File: config.mk
export PLATFORM = sky130hd
export DESIGN_NAME = csr_trap_sequencer_flat
export DESIGN_NICKNAME = d
export VERILOG_FILES = /design/src/rtl/csr_trap_sequencer_if.sv /design/src/rtl/csr_trap_sequencer.sv /design/src/flat_wrapper.sv
export SDC_FILE = /design/constraint.sdc
export NUM_CORES = 1
export LEC_CHECK = 0
export BUFFER_PORTS_ARGS = -buffer_cell sky130_fd_sc_hd__buf_4
export CORE_MARGIN = 8
export CORE_UTILIZATION = 52
export CTS_BUF_LIST = sky130_fd_sc_hd__clkbuf_16
export CTS_CLUSTER_DIAMETER = 120
export DETAILED_ROUTE_END_ITERATION = 12
export PLACE_DENSITY_LB_ADDON = 0.2
export SLEW_MARGIN = 25
export SYNTH_ARGS = -nofsm -noshare
export SYNTH_HDL_FRONTEND = slang
export SYNTH_SLANG_ARGS = --single-unit
File: constraint.sdc
create_clock -name clk -period 6.7 [get_ports clk]
set_input_delay 1.34 -clock clk [delete_from_list [all_inputs] [get_ports clk]]
set_output_delay 1.34 -clock clk [all_outputs]
set_load 0.05 [all_outputs]
File: src/rtl/csr_trap_sequencer_if.sv
// rtl/csr_trap_sequencer_if.sv - bus bundle between front end, csr_unit and the trap sequencer
// Signals:
//   trap_req/trap_is_irq/trap_cause/trap_pc : trap request and its payload
//   mret_req                                : return-from-trap request
//   pl_*                                    : pipeline CSR access request, pl_gnt = forwarded this cycle
//   csr_*                                   : csr_unit access port (csr_rdata comes back from csr_unit)
//   busy, trap_ack, mret_ack                : sequencer status / acknowledge pulses
//   redirect_valid/redirect_pc              : PC redirect pulse and target
// Modports: slave = the sequencer, master = its surroundings (front end + csr_unit).
interface csr_trap_sequencer_if;
    logic        trap_req;
    logic        trap_is_irq;
    logic [4:0]  trap_cause;
    logic [31:0] trap_pc;
    logic        mret_req;
    logic        pl_req;
    logic        pl_r_en;
    logic        pl_w_en;
    logic [2:0]  pl_op;
    logic [11:0] pl_addr;
    logic [31:0] pl_wdata;
    logic        pl_gnt;
    logic        csr_r_en;
    logic        csr_w_en;
    logic [2:0]  csr_op;
    logic [11:0] csr_addr;
    logic [31:0] csr_wdata;
    logic [31:0] csr_rdata;
    logic        busy;
    logic        trap_ack;
    logic        mret_ack;
    logic        redirect_valid;
    logic [31:0] redirect_pc;

    modport slave (
        input  trap_req, trap_is_irq, trap_cause, trap_pc, mret_req,
        input  pl_req, pl_r_en, pl_w_en, pl_op, pl_addr, pl_wdata,
        input  csr_rdata,
        output pl_gnt, csr_r_en, csr_w_en, csr_op, csr_addr, csr_wdata,
        output busy, trap_ack, mret_ack, redirect_valid, redirect_pc
    );

    modport master (
        output trap_req, trap_is_irq, trap_cause, trap_pc, mret_req,
        output pl_req, pl_r_en, pl_w_en, pl_op, pl_addr, pl_wdata,
        output csr_rdata,
        input  pl_gnt, csr_r_en, csr_w_en, csr_op, csr_addr, csr_wdata,
        input  busy, trap_ack, mret_ack, redirect_valid, redirect_pc
    );
endinterface

File: src/rtl/csr_trap_sequencer.sv
// rtl/csr_trap_sequencer.sv - sequences trap entry / mret over the single csr_unit port
// Ports:
//   clk : clock, rising edge
//   rst : asynchronous active-low reset
//   bus : csr_trap_sequencer_if.slave (requests, pipeline pass-through, csr_unit port, redirect)
module csr_trap_sequencer #(
    parameter logic [11:0] MSTATUS_ADDR = 12'h300,
    parameter logic [11:0] MTVEC_ADDR   = 12'h305,
    parameter logic [11:0] MEPC_ADDR    = 12'h341,
    parameter logic [11:0] MCAUSE_ADDR  = 12'h342
) (
    input  logic                    clk,
    input  logic                    rst,
    csr_trap_sequencer_if.slave     bus
);

    typedef enum logic [3:0] {
        IDLE,
        T_RD_MS, T_CAP_MS, T_WR_MS, T_WR_MEPC, T_WR_MCAUSE, T_RD_MTV, T_CAP_MTV, T_REDIR,
        R_RD_MS, R_CAP_MS, R_WR_MS, R_RD_MEPC, R_CAP_MEPC, R_REDIR
    } state_e;

    localparam logic [2:0] OP_WRITE = 3'b001;

    state_e      state_q, state_d;
    logic        irq_q, irq_d;
    logic [4:0]  cause_q, cause_d;
    logic [31:0] pc_q, pc_d;
    logic [31:0] ms_q, ms_d;
    logic [31:0] mtvec_q, mtvec_d;
    logic [31:2] mepc_q, mepc_d;

    logic [31:0] trap_ms, mret_ms, mcause_val, mtvec_base, trap_target;

    // mstatus rewrites: MPIE<=MIE, MIE<=0, MPP<=M on entry; the reverse on mret.
    assign trap_ms    = {ms_q[31:13], 2'b11, ms_q[10:8], ms_q[3], ms_q[6:4], 1'b0, ms_q[2:0]};
    assign mret_ms    = {ms_q[31:13], 2'b00, ms_q[10:8], 1'b1, ms_q[6:4], ms_q[7], ms_q[2:0]};
    assign mcause_val = {irq_q, 26'b0, cause_q};
    assign mtvec_base = {mtvec_q[31:2], 2'b00};
    // Only vectored mode offsets, and only for interrupts; modes 10/11 fall back to direct.
    assign trap_target = (mtvec_q[1:0] == 2'b01 && irq_q)
                       ? mtvec_base + {25'b0, cause_q, 2'b00}
                       : mtvec_base;

    always_ff @(posedge clk or negedge rst) begin
        if (!rst) begin
            state_q <= IDLE;
            irq_q   <= 1'b0;
            cause_q <= 5'd0;
            pc_q    <= 32'd0;
            ms_q    <= 32'd0;
            mtvec_q <= 32'd0;
            mepc_q  <= 30'd0;
        end else begin
            state_q <= state_d;
            irq_q   <= irq_d;
            cause_q <= cause_d;
            pc_q    <= pc_d;
            ms_q    <= ms_d;
            mtvec_q <= mtvec_d;
            mepc_q  <= mepc_d;
        end
    end

    always_comb begin
        state_d = state_q;
        irq_d   = irq_q;
        cause_d = cause_q;
        pc_d    = pc_q;
        ms_d    = ms_q;
        mtvec_d = mtvec_q;
        mepc_d  = mepc_q;
        case (state_q)
            IDLE: begin
                if (bus.trap_req) begin
                    state_d = T_RD_MS;
                    irq_d   = bus.trap_is_irq;
                    cause_d = bus.trap_cause;
                    pc_d    = bus.trap_pc;
                end else if (bus.mret_req) begin
                    state_d = R_RD_MS;
                end
            end
            T_RD_MS:     state_d = T_CAP_MS;
            T_CAP_MS: begin
                state_d = T_WR_MS;
                ms_d    = bus.csr_rdata;
            end
            T_WR_MS:     state_d = T_WR_MEPC;
            T_WR_MEPC:   state_d = T_WR_MCAUSE;
            T_WR_MCAUSE: state_d = T_RD_MTV;
            T_RD_MTV:    state_d = T_CAP_MTV;
            T_CAP_MTV: begin
                state_d = T_REDIR;
                mtvec_d = bus.csr_rdata;
            end
            T_REDIR:     state_d = IDLE;
            R_RD_MS:     state_d = R_CAP_MS;
            R_CAP_MS: begin
                state_d = R_WR_MS;
                ms_d    = bus.csr_rdata;
            end
            R_WR_MS:     state_d = R_RD_MEPC;
            R_RD_MEPC:   state_d = R_CAP_MEPC;
            R_CAP_MEPC: begin
                state_d = R_REDIR;
                mepc_d  = bus.csr_rdata[31:2];
            end
            R_REDIR:     state_d = IDLE;
            default:     state_d = IDLE;
        endcase
    end

    always_comb begin
        bus.pl_gnt         = 1'b0;
        bus.csr_r_en       = 1'b0;
        bus.csr_w_en       = 1'b0;
        bus.csr_op         = 3'b000;
        bus.csr_addr       = 12'h000;
        bus.csr_wdata      = 32'd0;
        bus.busy           = (state_q != IDLE);
        bus.trap_ack       = 1'b0;
        bus.mret_ack       = 1'b0;
        bus.redirect_valid = 1'b0;
        bus.redirect_pc    = 32'd0;
        case (state_q)
            IDLE: begin
                bus.pl_gnt = bus.pl_req & ~bus.trap_req & ~bus.mret_req;
                if (bus.pl_gnt) begin
                    bus.csr_r_en  = bus.pl_r_en;
                    bus.csr_w_en  = bus.pl_w_en;
                    bus.csr_op    = bus.pl_op;
                    bus.csr_addr  = bus.pl_addr;
                    bus.csr_wdata = bus.pl_wdata;
                end
            end
            T_RD_MS, T_CAP_MS, R_RD_MS, R_CAP_MS: begin
                bus.csr_r_en = 1'b1;
                bus.csr_addr = MSTATUS_ADDR;
            end
            T_RD_MTV, T_CAP_MTV: begin
                bus.csr_r_en = 1'b1;
                bus.csr_addr = MTVEC_ADDR;
            end
            R_RD_MEPC, R_CAP_MEPC: begin
                bus.csr_r_en = 1'b1;
                bus.csr_addr = MEPC_ADDR;
            end
            T_WR_MS: begin
                bus.csr_w_en  = 1'b1;
                bus.csr_op    = OP_WRITE;
                bus.csr_addr  = MSTATUS_ADDR;
                bus.csr_wdata = trap_ms;
            end
            T_WR_MEPC: begin
                bus.csr_w_en  = 1'b1;
                bus.csr_op    = OP_WRITE;
                bus.csr_addr  = MEPC_ADDR;
                bus.csr_wdata = pc_q;
            end
            T_WR_MCAUSE: begin
                bus.csr_w_en  = 1'b1;
                bus.csr_op    = OP_WRITE;
                bus.csr_addr  = MCAUSE_ADDR;
                bus.csr_wdata = mcause_val;
            end
            R_WR_MS: begin
                bus.csr_w_en  = 1'b1;
                bus.csr_op    = OP_WRITE;
                bus.csr_addr  = MSTATUS_ADDR;
                bus.csr_wdata = mret_ms;
            end
            T_REDIR: begin
                bus.redirect_valid = 1'b1;
                bus.redirect_pc    = trap_target;
                bus.trap_ack       = 1'b1;
            end
            R_REDIR: begin
                bus.redirect_valid = 1'b1;
                bus.redirect_pc    = {mepc_q, 2'b00};
                bus.mret_ack       = 1'b1;
            end
            default: ;
        endcase
    end

endmodule

File: src/flat_wrapper.sv
// flat-port wrapper written by rule: the top's interface ports become plain ports
module csr_trap_sequencer_flat 
#(
    parameter logic [11:0] MSTATUS_ADDR = 12'h300,
    parameter logic [11:0] MTVEC_ADDR   = 12'h305,
    parameter logic [11:0] MEPC_ADDR    = 12'h341,
    parameter logic [11:0] MCAUSE_ADDR  = 12'h342
)
  (clk, rst, bus_trap_req, bus_trap_is_irq, bus_trap_cause, bus_trap_pc, bus_mret_req, bus_pl_req, bus_pl_r_en, bus_pl_w_en, bus_pl_op, bus_pl_addr, bus_pl_wdata, bus_csr_rdata, bus_pl_gnt, bus_csr_r_en, bus_csr_w_en, bus_csr_op, bus_csr_addr, bus_csr_wdata, bus_busy, bus_trap_ack, bus_mret_ack, bus_redirect_valid, bus_redirect_pc);
  csr_trap_sequencer_if bus_i ();
  input  logic clk;
  input  logic rst;
  input wire logic [$bits(bus_i.trap_req)-1:0] bus_trap_req;
  input wire logic [$bits(bus_i.trap_is_irq)-1:0] bus_trap_is_irq;
  input wire logic [$bits(bus_i.trap_cause)-1:0] bus_trap_cause;
  input wire logic [$bits(bus_i.trap_pc)-1:0] bus_trap_pc;
  input wire logic [$bits(bus_i.mret_req)-1:0] bus_mret_req;
  input wire logic [$bits(bus_i.pl_req)-1:0] bus_pl_req;
  input wire logic [$bits(bus_i.pl_r_en)-1:0] bus_pl_r_en;
  input wire logic [$bits(bus_i.pl_w_en)-1:0] bus_pl_w_en;
  input wire logic [$bits(bus_i.pl_op)-1:0] bus_pl_op;
  input wire logic [$bits(bus_i.pl_addr)-1:0] bus_pl_addr;
  input wire logic [$bits(bus_i.pl_wdata)-1:0] bus_pl_wdata;
  input wire logic [$bits(bus_i.csr_rdata)-1:0] bus_csr_rdata;
  output wire logic [$bits(bus_i.pl_gnt)-1:0] bus_pl_gnt;
  output wire logic [$bits(bus_i.csr_r_en)-1:0] bus_csr_r_en;
  output wire logic [$bits(bus_i.csr_w_en)-1:0] bus_csr_w_en;
  output wire logic [$bits(bus_i.csr_op)-1:0] bus_csr_op;
  output wire logic [$bits(bus_i.csr_addr)-1:0] bus_csr_addr;
  output wire logic [$bits(bus_i.csr_wdata)-1:0] bus_csr_wdata;
  output wire logic [$bits(bus_i.busy)-1:0] bus_busy;
  output wire logic [$bits(bus_i.trap_ack)-1:0] bus_trap_ack;
  output wire logic [$bits(bus_i.mret_ack)-1:0] bus_mret_ack;
  output wire logic [$bits(bus_i.redirect_valid)-1:0] bus_redirect_valid;
  output wire logic [$bits(bus_i.redirect_pc)-1:0] bus_redirect_pc;
  assign bus_i.trap_req = bus_trap_req;
  assign bus_i.trap_is_irq = bus_trap_is_irq;
  assign bus_i.trap_cause = bus_trap_cause;
  assign bus_i.trap_pc = bus_trap_pc;
  assign bus_i.mret_req = bus_mret_req;
  assign bus_i.pl_req = bus_pl_req;
  assign bus_i.pl_r_en = bus_pl_r_en;
  assign bus_i.pl_w_en = bus_pl_w_en;
  assign bus_i.pl_op = bus_pl_op;
  assign bus_i.pl_addr = bus_pl_addr;
  assign bus_i.pl_wdata = bus_pl_wdata;
  assign bus_i.csr_rdata = bus_csr_rdata;
  assign bus_pl_gnt = bus_i.pl_gnt;
  assign bus_csr_r_en = bus_i.csr_r_en;
  assign bus_csr_w_en = bus_i.csr_w_en;
  assign bus_csr_op = bus_i.csr_op;
  assign bus_csr_addr = bus_i.csr_addr;
  assign bus_csr_wdata = bus_i.csr_wdata;
  assign bus_busy = bus_i.busy;
  assign bus_trap_ack = bus_i.trap_ack;
  assign bus_mret_ack = bus_i.mret_ack;
  assign bus_redirect_valid = bus_i.redirect_valid;
  assign bus_redirect_pc = bus_i.redirect_pc;
  csr_trap_sequencer #(.MSTATUS_ADDR(MSTATUS_ADDR), .MTVEC_ADDR(MTVEC_ADDR), .MEPC_ADDR(MEPC_ADDR), .MCAUSE_ADDR(MCAUSE_ADDR)) u_core (.clk(clk), .rst(rst), .bus(bus_i));
endmodule
# --- After elaboration in Yosys (flattened, before gate mapping) ---
# Cells that the tools add are included.
op_classes:
  addsub: 1
  eq_ne: 16
  muxes: 19
  bitwise_logic: 4
  reduce_logical: 11
op_table:
  columns: ["op", "n"]
  rows:
  - ["one-hot mux 32 bit (5 select lines)", 1]
  - ["two-way mux 32 bit", 2]
  - ["one-hot mux 32 bit (2 select lines)", 1]
  - ["one-hot mux 12 bit (5 select lines)", 1]
  - ["one-hot mux 4 bit (13 select lines)", 1]
  - ["adder 32 x 7 -> 32 bit", 1]
  - ["== test 4 bit (second input constant)", 7]
  - ["== test 4 x 3 -> 1 bit (second input constant)", 4]
  - ["two-way mux 12 bit", 1]
  - ["== test 4 x 2 -> 1 bit (second input constant)", 2]
  - ["two-way mux 4 bit", 2]
  - ["OR reduction 8 bit", 1]
  - ["two-way mux 1 bit", 6]
  - ["one-hot mux 3 bit (2 select lines)", 1]
  - ["OR reduction 2 bit", 3]
  - ["OR reduction 6 bit", 1]
  - ["== test 4 x 1 -> 1 bit (second input constant)", 1]
  - ["logical NOT 4 bit", 1]
  - ["one-hot mux 1 bit (2 select lines)", 2]
  - ["nonzero test 4 bit", 1]
  - ["OR reduction 4 bit", 1]
  - ["two-way mux 3 bit", 1]
  - ["!= test 3 bit (second input constant)", 1]
  - ["OR reduction 3 bit", 1]
  - ["5 further kinds", 7]
totals:
  register_bits: 136
  in_bits: 124
  output_inout_bits: 86
  elab_cells: 58

# --- Logic depth before layout (Yosys ltp) ---
# Gate-level depths: netlist (run 1).
logic_depth:
  ltp_word: 5
  ltp_mapped: 8
  depth_no_buf: 7

# --- Least setup slack after synthesis (run 1) ---
# OpenSTA, ideal clock, no wires.
synth_path:
  kind: "input -> output"
  start: "input port bus_trap_req"
  end: "output port bus_csr_addr[6]"
  arrival_time_ps: 2994
  t_required_ps: 5360
  slack_ps: 2366
  path_stages: 6
  n_path_buf: 2
  cell_sequence: "nor2_1 -> and3_1 -> clkbuf_1 -> clkbuf_1 -> nand2_1 -> o21ai_0"
synth_via:
  elab_chain_cells: 5
synth_rtl:
  columns: ["element", "line_no", "rtl"]
  rows:
  - ["from (decl)", "flat_wrapper.sv:13", "input wire logic [$bits(bus_i.trap_req)-1:0] bus_trap_req;"]
  - ["inverter 1 bit", "csr_trap_sequencer.sv:128", "bus.pl_gnt = bus.pl_req & ~bus.trap_req & ~bus.mret_req;"]
  - ["bitwise AND 1 bit (2 in a row)", "csr_trap_sequencer.sv:128", null]
  - ["two-way mux 12 bit", "csr_trap_sequencer.sv:129", "if (bus.pl_gnt) begin"]
  - ["one-hot mux 12 bit (5 select lines)", "csr_trap_sequencer.sv:126", "case (state_q)"]
  - ["to (decl)", "flat_wrapper.sv:29", "output wire logic [$bits(bus_i.csr_addr)-1:0] bus_csr_addr;"]
# Every way passes these cells.

# --- Worst setup path in the final report (run 1) ---
layout_path:
  start: "register u_core.state_q[1]"
  end: "output port bus_csr_wdata[4]"
layout_via:
  elab_chain_cells: 2
  word_cells_on_any_way: 6
  classes_between: "4 x eq/ne; 1 x mux; 1 x reduce/logical"
layout_rtl:
  columns: ["element", "line_no", "rtl"]
  rows:
  - ["from (decl)", "csr_trap_sequencer.sv:25", "state_e state_q, state_d;"]
  - ["from (signal assigned)", "csr_trap_sequencer.sv:55", "state_q <= state_d;"]
  - ["== test 4 bit, or another cell as far along", "csr_trap_sequencer.sv:126", null]
  - ["one-hot mux 32 bit (5 select lines) (*)", "csr_trap_sequencer.sv:126", null]
  - ["to (decl)", "flat_wrapper.sv:30", "output wire logic [$bits(bus_i.csr_wdata)-1:0] bus_csr_wdata;"]
# Mark *: on every way between the ends. The rest lies on a longest branch, timed or not.

==> results of run 1 <==
==> sequential cells by signal, summed over array words and instances (netlist names) <==
register,cells
u_core.cause_q,5
u_core.ms_q,30
u_core.mepc_q,30
u_core.state_q,4
u_core.irq_q,1
u_core.pc_q,32
u_core.mtvec_q,32
==> critical path: cells and delay by family (launching register included) <==
kind	cells	cell delay (ns)
and+or+nand+nor	2	1.67
AOI/OAI and AO/OA	1	0.30
DFF	1	0.61
buffers and inverters	1	0.20
==> final timing paths <==
kind | cells after the start | slack (ns) | from | to
min in group asynchronous | 1 | 0.92 | rst | u_core.mepc_q[21]$_DFFE_PN0P_
worst min-delay path | 1 | 0.50 | u_core.mepc_q[7]$_DFFE_PN0P_ | u_core.mepc_q[7]$_DFFE_PN0P_
max in group asynchronous | 2 | 4.46 | rst | u_core.ms_q[2]$_DFFE_PN0P_
worst max-delay path | 4 | 2.14 | u_core.state_q[1]$_DFFE_PN0P_ | bus_csr_wdata[4]
worst max register to register | 4 | 4.15 | u_core.state_q[2]$_DFFE_PN0P_ | u_core.mtvec_q[28]$_DFFE_PN0P_
worst min register to register | 1 | 0.50 | u_core.mepc_q[7]$_DFFE_PN0P_ | u_core.mepc_q[7]$_DFFE_PN0P_
==> kinds of logic (layout without fill, tap and decap cells) <==
| family | Yosys count | after routing |
|---|---|---|
| fa+ha+maj | 6 | 6 |
| flops | 134 | 134 |
| other cells | 1 | 2 |
| buf+inv | 71 | 271 |
| xor+xnor | 26 | 26 |
| compound gates | 104 | 104 |
| mux | 139 | 139 |
| simple gates | 124 | 124 |
==> layer usage <==
layer	share of wire [%]	track usage, %	up-vias	wire, um
li1	-	-	2584	-
met3	5.3	6.02	38	1090
met1	41	26.9	2920	8270
met2	52	41.1	195	10600
met5	0	0	-	0
met4	2.0	8.62	0	405
==> metrics by stage <==
step | area, um2 | hold slack (ns) | worst slack, ns | total power [mW]
floorplan | 6930 | 0.475 | 2.37 | 3.20
global placement | 8590 | 0.487 | 2.47 | 3.81
detailed placement | 8590 | 0.493 | 2.40 | 3.91
CTS | 9180 | 0.506 | 2.18 | 4.85
global route | 9200 | 0.518 | 1.94 | 5.09
finish | 9200 | 0.503 | 2.14 | 4.85
==> area by class of cell <==
class	instances	area [um2]	area share, %
Clock buffer	17	425	4.63
Multi-Input combinational cell	401	3340	36.3
Sequential cell	134	3350	36.5
Tap cell	176	220	2.39
Timing Repair Buffer	211	1590	17.3
Inverter	28	105	1.14
Clock inverter	15	165	1.80
==> power breakdown <==
group / internal (mW) / switching [mW] / total, mW
Combinational: 0.945 / 1.38 / 2.33
Sequential: 1.23 / 0.358 / 1.59
Clock: 0.579 / 0.353 / 0.932
Total: 2.75 / 2.09 / 4.85
==> layout by cell type (no fill, tap or decap), types with 17 or more instances in the layout <==
| cell type | netlist | final |
|---|---|---|
| sky130_fd_sc_hd__a222oi_1 | 23 | 23 |
| sky130_fd_sc_hd__dfrtp_1 | 134 | 134 |
| sky130_fd_sc_hd__nand2_1 | 49 | 48 |
| sky130_fd_sc_hd__mux2_2 | 130 | 130 |
| sky130_fd_sc_hd__o21ai_0 | 33 | 33 |
| sky130_fd_sc_hd__buf_4 | 2 | 210 |
| sky130_fd_sc_hd__inv_1 | 28 | 30 |
| sky130_fd_sc_hd__clkbuf_16 | 0 | 17 |
| sky130_fd_sc_hd__xor2_1 | 20 | 20 |
==> results.md, run 1 <==
* Max-slew headroom at 31.4%
* Setup repair after global routing missed its margin: false
* Setup crit start kind: flip-flop
* Parity-gate share of the synthesized area counting xor and xnor cells at 3.29%
* Share of synthesized cell area in full adder, half adder and majority cells at 1.19%
* Leakage dissipation at 4.34 nW
* Synthesis-stage register bit count at 134
* Number of sinks handled by clock tree synthesis at 134
* Routed vias/inst at 5.84
* Remaining global-route overflow at 0
* Final number of hold-violating endpoints at 0
* CTS root buffer: sky130_fd_sc_hd__clkbuf_16
* Global placer's final weighted congestion at 0.848
* HPWL after detailed placement at 14400 um
* Final count of negative-setup-slack endpoints at 0
* Power density over the cells at 527 mW/mm2
* Post-synthesis instance area at 0.00693 mm2
* Final worst path period share at 68.1%
* Synth Flop Type: sky130_fd_sc_hd__dfrtp_1
* Status: finished clean
* Initial core utilization at 52.7%
* Area leader, netlist: sky130_fd_sc_hd__dfrtp_1
* Worst-path fanout max at 50
* Startpoint-to-endpoint class of the critical path: reg -> out
* Synthesized-area fraction occupied by and/or/nand/nor cells at 9.16%
* Aggregate routed wire length at 20400 um
* CTS tree: built
* Layout area overhead at 32.7%
* Post-CTS setup repair buffer count at 0
* Core region area at 0.0131 mm2
* Number of gates given a new drive strength after cts at 0
* Mux cell area share after synthesis at 22.4%
* Kind of path behind the tightest hold check: reg -> reg
* Number of antenna violations at the first check in global routing at 0
* Worst EP arrival at 3.22 ns
* Total Neg Setup Slack at 0 ns
* Cell Chain, Critical Path: nor4_1 > and3_2 > a221o_1 > buf_4
* Number of enable flip-flop cells after synthesis at 0
* Share of final-layout standard cells stronger than drive strength 1 at 47.4%
* Distinct cell type count after synthesis at 50
* WP data required at 5.36 ns
* Drt pass-1 iters at 7
* Die Outline Area at 0.0173 mm2
* TritonCTS Buffers at 17
* Leading cell types by count after synthesis: sky130_fd_sc_hd__dfrtp_1 (134), sky130_fd_sc_hd__mux2_2 (130), sky130_fd_sc_hd__nand2_1 (49), sky130_fd_sc_hd__o21ai_0 (33), sky130_fd_sc_hd__clkbuf_1 (29)
* Synthesis Warnings at 0
* H-tree levels at 4
* Total via count after detailed routing at 5737
* Worst-skew pair later-pin latency at 0.42 ns
* Slowest Stage Delay on Critical Path at 1.00 ns
* Number of cells in the finished layout apart from fillers at 982
* CP Capture Type: output port
* Final Slew Violations at 0
* Number of nets still failing antenna checks after routing at 0
* Clock slew at the register clock pins of the worst setup and hold paths at 0.06 ns
* Sequential area share after synthesis at 48.4%
* Worst-margin pin slew at 1.03 ns
* Largest vdd supply drop at 0.000260 V
* Largest cells by area after synthesis: sky130_fd_sc_hd__dfrtp_1 (48%), sky130_fd_sc_hd__mux2_2 (21%), sky130_fd_sc_hd__a222oi_1 (3.3%), sky130_fd_sc_hd__nand2_1 (2.7%), sky130_fd_sc_hd__xor2_1 (2.5%)
* Wire length of the first global-routing pass at 32500 um
* Largest buffer count on any clock path at 2
* Width of the die at 131 um
* Number of instances in the synthesized netlist at 605
* Average size of a mapped cell at 11.4 um2
* Number of max-cap violations at 0
* Post-Route Utilization at 70.0%
* Per-cell routed wire length at 20.8 um
* Diodes inserted at 0
* GR Util All Layers at 23.4%
* Std-Cell Rows at 42
* Number of DRC violations after detailed routing at 0
* Share of flip-flops with an asynchronous set or reset at 100%
* I/O pin cnt at 210
* Vertical die dimension at 131 um
* Min Clock Period, post-route at 4.56 ns
* Nets@finish at 923
* Number of DRC markers after the initial detailed-route iteration at 656
* Fill cell count at 993
* Main combinational cell family by area after synthesis: multiplexers
* Critical-path cell with the highest stage delay: sky130_fd_sc_hd__and3_2
* Worst clock skew at 0.00685 ns
* Placed Instances at 950
* Largest net degree at the start of global routing at 72
* Peak Freq at 219 MHz
* Most instantiated library cell after synthesis: sky130_fd_sc_hd__dfrtp_1
* Complex-gate fraction of the synthesized area at 11.4%
* Cts-stage hold buffer count at 0
* Area share of the largest cell type after synthesis at 48.4%
* Vias in the first global route at 6205
* Number of port buffers at 207
Power figures use the tool's default switching activity.
==> run 2, diff against run 1 <==
- clock period: 6.7 -> 4.2 ns (I/O delays scaled with it)
==> run 2 against run 1 <==
Against the previous run: cell count rose by 0.71%; final area increased by 0.60%; core utilization is 0.42 points higher; worst hold slack got worse by 0.0047 ns; die area did not move; clock skew decreased by 0.00051 ns; power rose by 60%; worst setup slack lost 1.7 ns; combinational power rose by 64%; global-route usage is 0.11 points higher; register-to-register slack got worse by 2.5 ns; count of clock-buffer cells in the layout unchanged.
==> results.md, run 2 (synthesized netlist as in run 1, its figures left out) <==
* Layout area overhead at 33.5%
* Final count of negative-setup-slack endpoints at 0
* Drt pass-1 iters at 8
* Number of port buffers at 207
* Final worst path period share at 89.3%
* Min Clock Period, post-route at 3.75 ns
* Cts-stage hold buffer count at 0
* CTS tree: built
* Vias in the first global route at 6233
* Kind of path behind the tightest hold check: in -> async
* Number of sinks handled by clock tree synthesis at 134
* Final Slew Violations at 0
* Vertical die dimension at 131 um
* TritonCTS Buffers at 17
* Core region area at 0.0131 mm2
* Placed Instances at 957
* Diodes inserted at 0
* Std-Cell Rows at 42
* Number of cells in the finished layout apart from fillers at 989
* Most common cell after layout, fill and taps aside: sky130_fd_sc_hd__buf_4
* Worst-path fanout max at 8
* Worst-margin pin slew at 1.05 ns
* Die Outline Area at 0.0173 mm2
* Final hold slack at 0.499 ns
* Number of DRC violations after detailed routing at 0
* Power density over the cells at 840 mW/mm2
* Peak Freq at 267 MHz
* Setup crit start kind: flip-flop
* Final number of hold-violating endpoints at 0
* Largest registers: u_core.mtvec_q (32), u_core.pc_q (32)
* Number of antenna violations at the first check in global routing at 0
* Post-CTS setup repair buffer count at 0
* Max-slew headroom at 29.8%
* Wire length of the first global-routing pass at 32700 um
* CP Capture Type: output port
* HPWL after detailed placement at 14700 um
* Leakage dissipation at 4.37 nW
* H-tree levels at 4
* Largest vdd supply drop at 0.000476 V
* Global placer's final weighted congestion at 0.887
* Width of the die at 131 um
* Worst EP arrival at 2.91 ns
* Largest net degree at the start of global routing at 122
* Setup repair after global routing missed its margin: false
* Number of nets still failing antenna checks after routing at 0
* Per-cell routed wire length at 20.8 um
* CTS root buffer: sky130_fd_sc_hd__clkbuf_16
* Routed vias/inst at 5.81
* I/O pin cnt at 210
* Status: finished clean
* Share of final-layout standard cells stronger than drive strength 1 at 47.8%
* Worst clock skew at 0.00634 ns
* Worst-skew pair later-pin latency at 0.41 ns
* GR Util All Layers at 23.5%
* Initial core utilization at 52.7%
* Number of gates given a new drive strength after cts at 0
* Number of DRC markers after the initial detailed-route iteration at 516
* Total Neg Setup Slack at 0 ns
* WP data required at 3.36 ns
* Aggregate routed wire length at 20600 um
* Clock slew at the register clock pins of the worst setup and hold paths at 0.06 ns
* Startpoint-to-endpoint class of the critical path: reg -> out
* Largest buffer count on any clock path at 2
* Post-Route Utilization at 70.4%
* Remaining global-route overflow at 0
* Number of max-cap violations at 0
* Total via count after detailed routing at 5749
* Nets@finish at 930
* Most used cells in the layout excluding fill and tap cells: sky130_fd_sc_hd__buf_4 (216), sky130_fd_sc_hd__dfrtp_1 (134), sky130_fd_sc_hd__mux2_2 (130), sky130_fd_sc_hd__nand2_1 (48), sky130_fd_sc_hd__o21ai_0 (33)
## run 2: area by class of cell
type / instances / area, um2
Inverter: 28 / 105
Clock buffer: 17 / 425
Multi-Input combinational cell: 401 / 3330
Clock inverter: 15 / 163
Timing Repair Buffer: 218 / 1660
Fill cell: 1032 / 3890
Sequential cell: 134 / 3350
Tap cell: 176 / 220
## run 2: path summary, 6_finish.rpt
kind / from / end / cells past startpoint / slack [ns]
setup / recovery: u_core.cause_q[4]$_DFFE_PN0P_ / bus_redirect_pc[31] / 7 / 0.45
hold / removal: rst / u_core.pc_q[21]$_DFFE_PN0P_ / 1 / 0.50
setup reg to reg: u_core.state_q[2]$_DFFE_PN0P_ / u_core.mtvec_q[15]$_DFFE_PN0P_ / 4 / 1.66
hold reg to reg: u_core.mepc_q[3]$_DFFE_PN0P_ / u_core.mepc_q[3]$_DFFE_PN0P_ / 1 / 0.50
max in group asynchronous: rst / u_core.pc_q[5]$_DFFE_PN0P_ / 2 / 2.89
min in group clk: u_core.mepc_q[3]$_DFFE_PN0P_ / u_core.mepc_q[3]$_DFFE_PN0P_ / 1 / 0.50
## run 2: power by group
part / switching [mW] / internal (mW)
sequential: 0.502 / 1.96
clock: 0.553 / 0.923
combinational: 2.29 / 1.54
## run 2: layer usage
layer,share of wire (%),track usage (%)
met5,0,0
met4,2.7,10.1
met3,6.0,6.48
met2,52,40.8
met1,39,26.6
## run 2: critical path, cell delays in order, from the launching register on
cell                       delay, ns
sky130_fd_sc_hd__dfrtp_1        0.40
sky130_fd_sc_hd__ha_1           0.37
sky130_fd_sc_hd__and2_1         0.21
sky130_fd_sc_hd__a221o_1        0.48
sky130_fd_sc_hd__o211ai_4       0.16
sky130_fd_sc_hd__or4_1          0.51
sky130_fd_sc_hd__nand3_1        0.14
sky130_fd_sc_hd__buf_4          0.21
## run 2: through the flow
| step | power [mW] | worst slack [ns] | cell area [um2] |
|---|---|---|---|
| 6_report | 7.77 | 0.450 | 9250 |
| 5_1_grt | 8.15 | 0.366 | 9250 |
| 4_1_cts | 7.79 | 0.248 | 9250 |
| 3_5_place_dp | 6.27 | 0.695 | 8660 |
| 3_3_place_gp | 6.12 | 0.870 | 8650 |
| 2_1_floorplan | 5.10 | 0.525 | 6930 |
==> run 3, diff against run 2 <==
- ABC_AREA: unset -> 1
==> run 3 against run 2 <==
Against the previous run: synthesized cell count up 58%; largest power group unchanged; count of clock-buffer cells in the layout unchanged; flip-flop and latch count unchanged; global-route usage increased by 1.5 points; die area increased by 4.8%; critical path type unchanged; combinational power shrank 10%; first-iteration DRC count rose by 25%; non-clock buffer count fell by 4; sequential share of layout area fell by 1.2 points; core utilization shrank 1.3 points; via count is 23% higher.
==> results.md, run 3 <==
* Largest vdd supply drop at 0.000500 V
* FF-to-FF setup slack at 2.33 ns
* Most common cell after layout, fill and taps aside: sky130_fd_sc_hd__nand2_1
* Number of antenna violations at the first check in global routing at 0
* Global placer's final weighted congestion at 0.907
* Slowest Stage Delay on Critical Path at 0.55 ns
* Total via count after detailed routing at 7046
* Critical-path cell with the highest stage delay: sky130_fd_sc_hd__nor2_1
* Share of final-layout standard cells stronger than drive strength 1 at 25.8%
* Start of the worst register-to-register path: u_core.state_q[2]$_DFFE_PN0P_
* Largest registers: u_core.mtvec_q (32), u_core.pc_q (32)
* Number of gates on the worst path with buffers counted at 8
* PnR Total Power at 7.46 mW
* Max-slew headroom at 41.9%
* Kind of path behind the tightest hold check: in -> async
* GR Util All Layers at 25.0%
* Leakage dissipation at 5.04 nW
* H-tree levels at 4
* Placed Instances at 1305
* Most used cell along the critical path: sky130_fd_sc_hd__inv_1
* Vias in the first global route at 6865
* Number of sinks handled by clock tree synthesis at 134
* Drt pass-1 iters at 5
* Worst-skew pair later-pin latency at 0.43 ns
* Clock slew at the register clock pins of the worst setup and hold paths at 0.06 ns
* Aggregate routed wire length at 22200 um
* Final count of negative-setup-slack endpoints at 0
* Die Outline Area at 0.0181 mm2
* Number of instances in the synthesized netlist at 953
* Remaining global-route overflow at 0
* Status: finished clean
* Min Clock Period, post-route at 3.66 ns
* Crit path buffers/inverters at 3
* Number of max-cap violations at 0
* Post-synthesis instance area at 0.00731 mm2
* Largest buffer count on any clock path at 2
* Leading cell types by count after synthesis: sky130_fd_sc_hd__nand2_1 (340), sky130_fd_sc_hd__dfrtp_1 (134), sky130_fd_sc_hd__o21ai_0 (116), sky130_fd_sc_hd__inv_1 (91), sky130_fd_sc_hd__nor2_1 (58)
* CTS tree: built
* Post-CTS setup repair buffer count at 0
* Worst reg2reg path depth at 5
* WP data required at 3.36 ns
* Setup crit start kind: flip-flop
* Power density over the cells at 781 mW/mm2
* Routed vias/inst at 5.27
* Distinct cell type count after synthesis at 40
* Final number of hold-violating endpoints at 0
* Synthesis-stage register bit count at 134
* Number of DRC markers after the initial detailed-route iteration at 643
* Worst clock skew at 0.00892 ns
* Cell class contributing the biggest share of worst-path delay: simple AND/OR/NAND/NOR gates
* Vertical die dimension at 135 um
* Setup repair after global routing missed its margin: false
* Std-Cell Rows at 43
* Cell area after placement at 0.00894 mm2
* Layout area overhead at 30.7%
* Diodes inserted at 0
* CP Capture Type: output port
* Startpoint-to-endpoint class of the critical path: reg -> out
* Total non-filler cell area in the finished layout at 0.00955 mm2
* Reg2reg end: u_core.pc_q[0]$_DFFE_PN0P_
* Core region area at 0.0138 mm2
* Worst-path fanout max at 12
* Fill cell count at 1146
* Final Slew Violations at 0
* Cell Chain, Critical Path: nor2_2 > inv_1 > nor2_1 > inv_1 > a21oi_1 > o21ai_0 > nand2_1 > buf_4
* Area share of the largest cell type after synthesis at 45.9%
* Width of the die at 135 um
* Number of gates given a new drive strength after cts at 0
* Average size of a mapped cell at 7.67 um2
* Synth Flop Type: sky130_fd_sc_hd__dfrtp_1
* Cts-stage hold buffer count at 0
* I/O pin cnt at 210
* Largest cells by area after synthesis: sky130_fd_sc_hd__dfrtp_1 (46%), sky130_fd_sc_hd__nand2_1 (17%), sky130_fd_sc_hd__o21ai_0 (7.9%), sky130_fd_sc_hd__inv_1 (4.7%), sky130_fd_sc_hd__mux2_4 (4.1%)
* Per-cell routed wire length at 16.6 um
* HPWL after detailed placement at 16600 um
* Largest net degree at the start of global routing at 107
* Worst-margin pin slew at 0.871 ns
* Number of DRC violations after detailed routing at 0
* Nets@finish at 1274
* Synthesis Warnings at 0
* Peak Freq at 273 MHz
* Most used cells in the layout excluding fill and tap cells: sky130_fd_sc_hd__nand2_1 (340), sky130_fd_sc_hd__buf_4 (213), sky130_fd_sc_hd__dfrtp_1 (134), sky130_fd_sc_hd__o21ai_0 (116), sky130_fd_sc_hd__inv_1 (92)
* CTS root buffer: sky130_fd_sc_hd__clkbuf_16
* Sequential area share after synthesis at 45.9%
* Wire length of the first global-routing pass at 35700 um
* Area leader, netlist: sky130_fd_sc_hd__dfrtp_1
* Number of enable flip-flop cells after synthesis at 0
* Endpoint of the most critical setup path: bus_redirect_pc[21]
* TritonCTS Buffers at 17
* Most instantiated library cell after synthesis: sky130_fd_sc_hd__nand2_1
* Number of cells in the finished layout apart from fillers at 1337
* Number of port buffers at 207
* Initial core utilization at 52.9%
* Worst EP arrival at 2.82 ns
* Number of nets still failing antenna checks after routing at 0
* Launch point of the worst path: u_core.state_q[1]$_DFFE_PN0P_
* Total Neg Setup Slack at 0 ns
* Share of flip-flops with an asynchronous set or reset at 100%
* Final worst path period share at 87.2%
## run 3: worst min-delay path by stage
stage / from / endpoint
after floorplan: u_core.mtvec_q[1]$_DFFE_PN0P_ / u_core.mtvec_q[1]$_DFFE_PN0P_
after global placement: u_core.mepc_q[24]$_DFFE_PN0P_ / u_core.mepc_q[24]$_DFFE_PN0P_
after detailed placement: u_core.mepc_q[22]$_DFFE_PN0P_ / u_core.mepc_q[22]$_DFFE_PN0P_
after CTS: u_core.mepc_q[10]$_DFFE_PN0P_ / u_core.mepc_q[10]$_DFFE_PN0P_
after global routing: u_core.ms_q[6]$_DFFE_PN0P_ / u_core.ms_q[6]$_DFFE_PN0P_
final: rst / u_core.state_q[3]$_DFFE_PN0P_
## run 3: cell type report
| cell class | count | area [um2] | share of cell area [%] |
|---|---|---|---|
| Multi-Input combinational cell | 684 | 3410 | 35.6 |
| Sequential cell | 134 | 3350 | 35.1 |
| Timing Repair Buffer | 214 | 1610 | 16.9 |
| Clock buffer | 17 | 425 | 4.45 |
| Inverter | 93 | 350 | 3.67 |
| Tap cell | 180 | 225 | 2.36 |
| Clock inverter | 15 | 181 | 1.90 |
## run 3: per-layer routing
layer  part of all wire (%)  global-route usage (%)  up-vias
li1                       -                       -     3441
met1                     45                    33.3     3282
met2                     45                    37.8      294
met3                    8.6                    7.62       29
met4                    1.8                    8.61        0
met5                      0                       0        -
## run 3: report_power, final
part	internal [mW]	switching (mW)	total, mW
logic	1.20	2.23	3.43
registers	1.95	0.556	2.50
clock network	0.937	0.591	1.53
## run 3: cell families (layout without fill, tap and decap cells)
| family | after synthesis | after routing | synth area share, % |
|---|---|---|---|
| AND/OR/NAND/NOR | 485 | 485 | 27.2 |
| AO/OA/AOI/OAI | 150 | 150 | 10.7 |
| buffers and inverters | 136 | 339 | 7.84 |
| flip-flops | 134 | 134 | 45.9 |
| multiplexers | 38 | 38 | 6.88 |
| adder cells (fa/ha/maj) | 6 | 6 | 1.13 |
| XOR/XNOR | 3 | 3 | 0.360 |
| other | 1 | 2 | 0.0513 |
## run 3: stage by stage
stage               hold WS [ns]  setup WS [ns]  util (%)
floorplan                  0.453          0.774         -
global placement           0.466          0.891      64.6
detailed placement         0.474          0.785      64.6
CTS                        0.489          0.594      69.0
global route               0.510          0.315      69.1
finish                     0.473          0.539      69.1
